File: src/rtl/pc_branch_unit.sv
// Program counter and control-transfer resolution: branch condition decode, target
// generation, misaligned-target trap, and retired/taken branch counters.
module pc_branch_unit #(
   parameter logic [31:0] RESET_PC = 32'h0000_0000,
   parameter logic [31:0] TRAP_VEC = 32'h0000_0100
) (
   input  logic        clk,
   input  logic        rst,
   input  logic        stall,
   input  logic        is_branch,
   input  logic        is_jal,
   input  logic        is_jalr,
   input  logic [2:0]  funct3,
   input  logic        Br_Eq,
   input  logic        Br_Lt,
   input  logic [31:0] imm,
   input  logic [31:0] rs1_data,
   input  logic        fault_ack,
   output logic        Br_Un,
   output logic [31:0] pc,
   output logic [31:0] pc_plus4,
   output logic        taken,
   output logic        fault,
   output logic [31:0] bad_addr,
   output logic        illegal_br,
   output logic [31:0] br_cnt,
   output logic [31:0] taken_cnt
);

   typedef enum logic [0:0] {
      StRun   = 1'b0,
      StFault = 1'b1
   } state_e;

   state_e      state_q, state_d;
   logic [31:0] pc_q, pc_d;
   logic [31:0] bad_addr_q, bad_addr_d;
   logic [31:0] br_cnt_q, br_cnt_d;
   logic [31:0] taken_cnt_q, taken_cnt_d;

   logic        sel_jalr, sel_jal, sel_branch;
   logic        br_cond;
   logic        br_reserved;
   logic [31:0] pc_rel_target;
   logic [31:0] jalr_sum;
   logic [31:0] target;
   logic        taken_int;
   logic        misaligned;

   // Priority select: JALR wins over JAL, JAL wins over a conditional branch.
   assign sel_jalr   = is_jalr;
   assign sel_jal    = is_jal & ~is_jalr;
   assign sel_branch = is_branch & ~is_jal & ~is_jalr;

   assign br_reserved = (funct3[2:1] == 2'b01);

   always_comb begin
      br_cond = 1'b0;
      unique case (funct3)
         3'b000:  br_cond = Br_Eq;
         3'b001:  br_cond = ~Br_Eq;
         3'b100:  br_cond = Br_Lt;
         3'b101:  br_cond = ~Br_Lt;
         3'b110:  br_cond = Br_Lt;
         3'b111:  br_cond = ~Br_Lt;
         default: br_cond = 1'b0;
      endcase
   end

   assign pc_rel_target = pc_q + imm;
   assign jalr_sum      = rs1_data + imm;

   always_comb begin
      target = pc_rel_target;
      if (sel_jalr) begin
         target = {jalr_sum[31:1], 1'b0};
      end
   end

   always_comb begin
      taken_int = 1'b0;
      if (state_q == StRun) begin
         taken_int = sel_jalr | sel_jal | (sel_branch & br_cond);
      end
   end

   assign misaligned = taken_int & (target[1:0] != 2'b00);

   always_comb begin
      state_d     = state_q;
      pc_d        = pc_q;
      bad_addr_d  = bad_addr_q;
      br_cnt_d    = br_cnt_q;
      taken_cnt_d = taken_cnt_q;
      if (!stall) begin
         unique case (state_q)
            StRun: begin
               if (sel_branch) begin
                  br_cnt_d = br_cnt_q + 32'd1;
                  if (taken_int) begin
                     taken_cnt_d = taken_cnt_q + 32'd1;
                  end
               end
               if (misaligned) begin
                  state_d    = StFault;
                  pc_d       = TRAP_VEC;
                  bad_addr_d = target;
               end else if (taken_int) begin
                  pc_d = target;
               end else begin
                  pc_d = pc_q + 32'd4;
               end
            end
            StFault: begin
               if (fault_ack) begin
                  state_d = StRun;
                  pc_d    = TRAP_VEC + 32'd4;
               end
            end
            default: begin
               state_d = StRun;
               pc_d    = RESET_PC;
            end
         endcase
      end
   end

   always_ff @(posedge clk) begin
      if (rst) begin
         state_q     <= StRun;
         pc_q        <= RESET_PC;
         bad_addr_q  <= 32'd0;
         br_cnt_q    <= 32'd0;
         taken_cnt_q <= 32'd0;
      end else begin
         state_q     <= state_d;
         pc_q        <= pc_d;
         bad_addr_q  <= bad_addr_d;
         br_cnt_q    <= br_cnt_d;
         taken_cnt_q <= taken_cnt_d;
      end
   end

   assign Br_Un      = funct3[1];
   assign pc         = pc_q;
   assign pc_plus4   = pc_q + 32'd4;
   assign taken      = taken_int;
   assign fault      = (state_q == StFault);
   assign bad_addr   = bad_addr_q;
   assign illegal_br = is_branch & br_reserved;
   assign br_cnt     = br_cnt_q;
   assign taken_cnt  = taken_cnt_q;

endmodule
File: config.mk
export PLATFORM = sky130hd
export DESIGN_NAME = pc_branch_unit
export DESIGN_NICKNAME = d
export VERILOG_FILES = /design/src/rtl/pc_branch_unit.sv
export SDC_FILE = /design/constraint.sdc
export NUM_CORES = 1
export LEC_CHECK = 0
export BUFFER_PORTS_ARGS = -buffer_cell sky130_fd_sc_hd__buf_4
export CORE_ASPECT_RATIO = 1.25
export CORE_MARGIN = 3
export CORE_UTILIZATION = 50
export CTS_CLUSTER_DIAMETER = 120
export DETAILED_ROUTE_END_ITERATION = 16
export GPL_TIMING_DRIVEN = 0
export PLACE_DENSITY = 0.76
export SKIP_CTS_REPAIR_TIMING = 1
export SLEW_MARGIN = 20
export SYNTH_ARGS = -nofsm -noshare
export SYNTH_HDL_FRONTEND = slang
export SYNTH_SLANG_ARGS = --single-unit
File: constraint.sdc
create_clock -name clk -period 8.6 [get_ports clk]
set_input_delay 1.29 -clock clk [delete_from_list [all_inputs] [get_ports clk]]
set_output_delay 1.29 -clock clk [all_outputs]
set_load 0.05 [all_outputs]
==> impl_metrics.yaml, run 1 <==
drt:
  drc: 0
  drt_iter0_drc: 744
  dr_total_vias: 10100
  ant_nets: 0
  wl_per_cell_um: 19.1
  drt-total-wl_um: 32400
  vias_per_cell: 5.93
  first_pass_iters: 5
yosys:
  yosysWarnings: 0
  ys_top_cells_by_count: "nor2_1, dfxtp_1, nand2_1"
  avgSynthCellArea_sq_um: 7.81
  ys_types: 68
  synth_top_cell_area_share_pct: 27.5
  ys_seq_elements: 129
  synth.cell_area_sq_um: 9390
  synth_top_area_cell: "dfxtp_1"
  async_flop_share_pct: 0
  synth_area_leaders: "dfxtp_1, ha_1, xor2_1"
  syn_inst: 1202
  synth.most_common_cell: "nor2_1"
  synth_edf_count: 0
  seq_area_frac_synth_pct: 27.5
  synth_nets: 1344
  ys.flop_type: "dfxtp_1"
clock_tree:
  root_buffer: "clkbuf_16"
  cts_buffers: 17
  cts_tree: "done"
  cts_max_level: 4
  clkLatencyLatePin_ns: 0.43
  cts.sinks: 129
  clk_path_buf_depth: 2
  clk_pin_slew_worst_paths_ns: 0.06
worst_setup_path:
  slowest_delay_ns: 0.87
  worstSetupPathType: "reg2out"
  cp_max_fo: 7
  cp.arrival_ns: 3.88
  crit_path_start_kind: "flip-flop"
  cp_num_buf_inv: 1
  end_kind: "primary output"
  cp.required_ns: 7.31
  critical_path.top_delay_family: "simple AND/OR/NAND/NOR gates"
  path_cells: "ha_1 > nand3_1 > nor3_1 > nand2_1 > nor3_1 > nand2_1 > xnor2_1 > buf_4"
  crit_slowest_cell: "nor3_1"
grt:
  grt_max_degree: 17
  grt_pass1_wl_um: 50000
  overflow: 0
  grt_use_total_pct: 30.4
  antenna_found_initial: 0
  grt_pass1_vias: 9570
floorplan:
  pin_count: 240
  start_util_pct: 51.5
  die_h_um: 159
  rows: 55
  coreArea_sq_um: 18200
  die_area_sq_um: 20500
  die_x_um: 129
power_and_ir_drop:
  power.density_nw_per_um2: 170
  p_leak_nw: 5.43
  ir_drop_uv: 146
finish:
  antennaDiodeCount: 0
  drive_above_1_share_pct: 19.6
  final_util_pct: 66.1
  nets: 1600
  syn2layout_area_growth_pct: 28.4
sta:
  setup_viol: 0
  hold_viol: 0
  fin_crit_sh_pct: 60.1
  min_period_ns: 5.17
  rsz0062_at_grt: "false"
  clock-skew-final_ns: 0.00967
  relSlewSlack_pct: 26.2
  max_freq_ghz: 0.194
  finalSetupTns_ns: 0
  slew_viol_final: 0
  worst_pin_slew_ns: 1.10
placement:
  port_buffers: 237
  dp_hpwl_um: 25300
  routabilityCongestion: 0.944
worst_hold_path:
  hold_path_class: "reg2reg"
job:
  cap_violations: 0
run_status:
  status: "finished clean"
[per-layer routing]
metal  track usage, %  vias up  wire length (um)
met2             52.3      427             15700
li1                 -     4892                 -
met4             12.7        0              1210
met3             4.80       84              2390
met5                0        -                 0
met1             37.5     4673             13100
[logic make-up after synthesis]
group	synth area share, %
simple gates	21.4
compound gates	24.6
xor+xnor	12.6
flops	27.5
buf+inv	3.04
fa+ha+maj	8.95
mux	1.83
[worst min-delay path: stages, from the launching register on]
cell,delay (ns)
dfxtp_1,0.31
nand2_1,0.05
a21oi_1,0.05
[report_power, final]
group	switching, mW	internal, mW	leakage (nW)
clock	0.307	0.435	0.283
sequential	0.0335	0.624	1.05
combinational	0.422	0.222	4.10
total	0.763	1.28	5.43
[registers in the layout (all words and copies together) (netlist names)]
register,count
bad_addr,32
br_cnt,32
pc,32
taken_cnt,32
fault,1
[placed cells by master (no fill, tap or decap), types with 38 or more instances in the layout]
cell      Yosys  routed
a21o_1       43      43
nand2_1     103     103
buf_4         3     240
o21ai_0      72      72
dfxtp_1     129     129
a211oi_1     42      42
clkbuf_1     44      44
nand3_1      38      38
xor2_1       74      74
ha_1         64      64
a21oi_1     101     101
xnor2_1      59      59
nor2_1      154     154
[layout make-up]
type                       instances  area [sq um]
multi-input combinational       1000          6530
fill                            1666          6180
sequential                       129          2580
timing repair buffer             237          1780
clock buffer                      17           425
tap                              228           285
buffer                            51           203
clock inverter                    15           173
inverter                          22          82.6
[path summary, 6_finish.rpt]
path,start,to,slack (ns),depth (start not counted)
max,pc[2],pc_plus4[24],3.43,8
max reg2reg,pc[0],pc[12],4.98,9
min,bad_addr[8],bad_addr[8],0.46,2
min reg2reg,bad_addr[8],bad_addr[8],0.46,2
[metrics by stage]
step	area, sq um	hold slack [ns]	cells	power [mW]	setup WS [ns]
2_1_floorplan	9390	0.670	1202	1.10	4.12
3_3_place_gp	11500	0.445	1667	1.30	3.90
3_5_place_dp	11500	0.447	1667	1.30	3.89
4_1_cts	12100	0.455	1699	2.03	3.42
5_1_grt	12100	0.490	1699	2.12	3.23
6_report	12100	0.456	1699	2.04	3.43
Note: power is estimated with default switching activity, not from simulation.
==> run 2, diff against run 1 <==
- CORE_UTILIZATION: 50 -> 49
- PLACE_DENSITY: 0.76 -> 0.78
- clock period: 8.6 -> 4.5 ns (I/O delays scaled with it)
==> run 2 against run 1 <==
Compared with the run above:
- largest cell class unchanged
- final cell count rose by 0.24%
- hold slack improved by 0.0025 ns
- register-to-register slack got worse by 4.2 ns
- sequential share of layout area barely moved
==> impl_metrics.yaml, run 2 (synthesis results as in run 1) <==
worst_setup_path:
  crit_slowest_cell: "nor3_2"
  path_cells: "ha_1 > nand3_1 > nor3_1 > nand2_1 > nor3_2 > nand2_1 > nor2_1 > xor2_1 > buf_4"
  cp_max_fo: 7
  timing.rr.start: "pc[0]"
  cp.arrival_ns: 3.57
  worstSetupPathType: "reg2out"
  end_kind: "primary output"
  setup.worst_path.start: "pc[2]"
  cp.required_ns: 3.83
  slowest_delay_ns: 0.59
  crit_path_start_kind: "flip-flop"
  crit_path_frequent_cell: "nand2_1"
sta:
  rsz0062_at_grt: "false"
  fin_hold_ws_ns: 0.458
  hold_viol: 0
  slew_viol_final: 0
  clock-skew-final_ns: 0.0156
  setup_viol: 0
  relSlewSlack_pct: 36.0
  min_period_ns: 4.24
  max_freq_ghz: 0.236
  fin_ws_ns: 0.259
  finalSetupTns_ns: 0
  worst_pin_slew_ns: 0.960
  fin_crit_sh_pct: 94.2
drt:
  drc: 0
  ant_nets: 0
  drt-total-wl_um: 32100
  vias_per_cell: 5.96
  drt_iter0_drc: 838
  dr_total_vias: 10200
  first_pass_iters: 5
  wl_per_cell_um: 18.8
clock_tree:
  cts.sinks: 129
  cts_tree: "done"
  cts_buffers: 17
  clk_path_buf_depth: 2
  clkLatencyLatePin_ns: 0.43
  cts_max_level: 4
  clk_pin_slew_worst_paths_ns: 0.06
  root_buffer: "clkbuf_16"
finish:
  stdcell_count: 1703
  nets: 1600
  syn2layout_area_growth_pct: 28.6
  antennaDiodeCount: 0
  layout_commonest_cell: "buf_4"
  drive_above_1_share_pct: 19.6
  final_cell_mix: "buf_4, nor2_1, dfxtp_1"
floorplan:
  die_h_um: 161
  pin_count: 240
  start_util_pct: 50.0
  rows: 56
  die_x_um: 130
  die_area_sq_um: 20900
  coreArea_sq_um: 18800
grt:
  antenna_found_initial: 0
  grt_max_degree: 17
  grt_pass1_vias: 9710
  overflow: 0
  grt_use_total_pct: 30.2
  grt_pass1_wl_um: 50100
power_and_ir_drop:
  ir_drop_uv: 273
  power.density_nw_per_um2: 324
  total_power_mw: 3.91
  p_leak_nw: 5.43
placement:
  routabilityCongestion: 0.984
  port_buffers: 237
  dp_cells: 1671
  dp_hpwl_um: 25100
  pre_cts_slack_ns: 0.472
run_status:
  status: "finished clean"
worst_hold_path:
  worstHoldStart: "bad_addr[2]"
  hold_path_class: "reg2reg"
job:
  cap_violations: 0
[run 2: worst paths after layout]
path,cells past startpoint,endpoint,slack (ns)
worst max-delay path,9,pc_plus4[30],0.26
worst min-delay path,2,bad_addr[2],0.46
worst max register to register,9,pc[25],0.80
worst min register to register,2,bad_addr[2],0.46
[run 2: area by class of cell]
type	count	area [sq um]
Buffer	51	203
Clock buffer	17	425
Clock inverter	15	175
Fill cell	1700	6710
Inverter	22	82.6
Multi-Input combinational cell	1000	6530
Sequential cell	129	2580
Tap cell	232	290
Timing Repair Buffer	237	1780
[run 2: power breakdown]
group	switching [mW]	internal [mW]	leakage (nW)
Sequential	0.0622	1.19	1.05
Clock	0.586	0.833	0.285
Combinational	0.808	0.425	4.10
[run 2: metal layers]
layer  part of all wire [%]  vias up  GRT usage [%]
met5                      0        -              0
met4                    5.1        0           15.3
met3                    7.6      103           5.66
met2                     47      481           49.4
met1                     40     4680           37.4
li1                       -     4891              -
[run 2: worst max-delay path, delay by kind of cell, from the launching register on]
kind / cells / cell delay (ns)
xor gates and xnor gates: 1 / 0.26
DFF: 1 / 0.47
buffers and inverters: 1 / 0.25
adders and majority gates: 1 / 0.24
and+or+nand+nor: 6 / 1.91
[run 2: through the flow]
step                      cell area (sq um)  util [%]
after floorplan                        9390         -
after global placement                11500      61.0
after detailed placement              11500      61.0
after CTS                             12100      64.2
after global routing                  12100      64.3
final                                 12100      64.3
==> run 3, diff against run 2 <==
==> constraint.sdc (replaced) <==
create_clock -name clk -period 4.5 [get_ports clk]
set_input_delay 0.225 -clock clk [delete_from_list [all_inputs] [get_ports clk]]
set_output_delay 0.225 -clock clk [all_outputs]
set_load 0.05 [all_outputs]
==> run 3 against run 2 <==
Compared with the run above:
- combinational power barely moved
- register-to-register slack got worse by 0.03 ns
- non-clock buffer count did not move
- largest power group unchanged
- clock skew fell by 0.0050 ns
- cell area barely moved
- count of clock-buffer cells in the layout did not move
- via count rose by 0.52%
- flip-flop and latch count did not move
- die area did not move
- setup slack improved by 0.023 ns
==> impl_metrics.yaml, run 3 (synthesis results as in run 1) <==
power_and_ir_drop:
  p_leak_nw: 5.43
  ir_drop_uv: 273
  power.density_nw_per_um2: 324
worst_setup_path:
  worstReg2RegEnd: "pc[25]"
  crit_path_start_kind: "flip-flop"
  cp.required_ns: 4.28
  reg2regPathDepth: 9
  crit_end: "pc_plus4[30]"
  cp_max_fo: 7
  cp.arrival_ns: 3.99
  setup.worst_path.start: "pc[2]"
  timing.rr.start: "pc[0]"
  worstSetupPathType: "reg2out"
  end_kind: "primary output"
  r2r_setup_slack_ns: 0.77
floorplan:
  die_area_sq_um: 20900
  die_x_um: 130
  pin_count: 240
  die_h_um: 161
  rows: 56
  coreArea_sq_um: 18800
  start_util_pct: 50.0
drt:
  drc: 0
  drt_iter0_drc: 782
  ant_nets: 0
  wl_per_cell_um: 18.8
  first_pass_iters: 5
  vias_per_cell: 5.99
  drt-total-wl_um: 32100
  dr_total_vias: 10200
job:
  cap_violations: 0
sta:
  slew_viol_final: 0
  fin_hold_ws_ns: 0.145
  min_period_ns: 4.22
  worst_pin_slew_ns: 1.23
  max_freq_ghz: 0.237
  finalSetupTns_ns: 0
  rsz0062_at_grt: "false"
  fin_crit_sh_pct: 93.7
  clock-skew-final_ns: 0.0105
  relSlewSlack_pct: 17.4
  setup_viol: 0
  hold_viol: 0
finish:
  nets: 1600
  multiInputGateArea_sq_um: 6530
  antennaDiodeCount: 0
  layout_commonest_cell: "buf_4"
  drive_above_1_share_pct: 19.6
  syn2layout_area_growth_pct: 28.5
  seq_area_sq_um: 2580
  final_cell_mix: "buf_4, nor2_1, dfxtp_1"
  fill_cells: 1701
placement:
  dp_hpwl_um: 25100
  port_buffers: 237
  routabilityCongestion: 0.984
clock_tree:
  cts.sinks: 129
  cts_buffers: 17
  cts_tree: "done"
  root_buffer: "clkbuf_16"
  cts_max_level: 4
  clkLatencyLatePin_ns: 0.43
  clk_pin_slew_worst_paths_ns: 0.06
  clk_path_buf_depth: 2
grt:
  antenna_found_initial: 0
  grt_use_total_pct: 30.2
  grt_pass1_wl_um: 50100
  overflow: 0
  grt_pass1_vias: 9710
  grt_max_degree: 17
worst_hold_path:
  hold_path_class: "in2reg"
run_status:
  status: "finished clean"
==> run 3: cell type report <==
| cell class | count | share of cell area, % |
|---|---|---|
| clock buffer | 17 | 3.53 |
| tap | 232 | 2.41 |
| multi-input combinational | 1000 | 54.1 |
| clock inverter | 15 | 1.45 |
| sequential | 129 | 21.4 |
| buffer | 51 | 1.68 |
| timing repair buffer | 237 | 14.7 |
| inverter | 22 | 0.684 |
==> run 3: metal layers <==
layer	vias to the layer above	track usage [%]	share of wire, %
met1	4713	37.4	40
met5	-	0	0
li1	4891	-	-
met4	0	15.3	4.9
met2	499	49.4	47
met3	105	5.66	8.0
==> run 3: worst max-delay path, stage by stage, from the launching register on <==
cell,delay (ns)
dfxtp_1,0.48
ha_1,0.25
nand3_1,0.17
nor3_1,0.59
nand2_1,0.20
nor3_1,0.97
nand2_1,0.22
nor2_1,0.18
xor2_1,0.26
buf_4,0.25
==> run 3: how the worst min path moves through the flow <==
stage                 from           end  cells past startpoint
2_1_floorplan      imm[31]  bad_addr[31]                      2
3_3_place_gp   bad_addr[0]   bad_addr[0]                      2
3_5_place_dp   bad_addr[0]   bad_addr[0]                      2
4_1_cts            imm[31]  bad_addr[31]                      3
5_1_grt            imm[31]  bad_addr[31]                      3
6_report           imm[31]  bad_addr[31]                      3
==> run 3: report_power, final <==
part	internal, mW	switching (mW)
logic	0.425	0.808
clock network	0.833	0.585
registers	1.19	0.0622
==> run 3: stage by stage <==
| stage | power, mW | area, sq um | worst slack [ns] | utilization [%] | instances |
|---|---|---|---|---|---|
| 3_3_place_gp | 2.48 | 11500 | 0.970 | 61.0 | 1671 |
| 2_1_floorplan | 2.10 | 9390 | 0.928 | - | 1202 |
| 5_1_grt | 4.06 | 12100 | 0.215 | 64.3 | 1703 |
| 6_report | 3.91 | 12100 | 0.283 | 64.3 | 1703 |
| 3_5_place_dp | 2.49 | 11500 | 0.922 | 61.0 | 1671 |
| 4_1_cts | 3.90 | 12100 | 0.461 | 64.2 | 1703 |
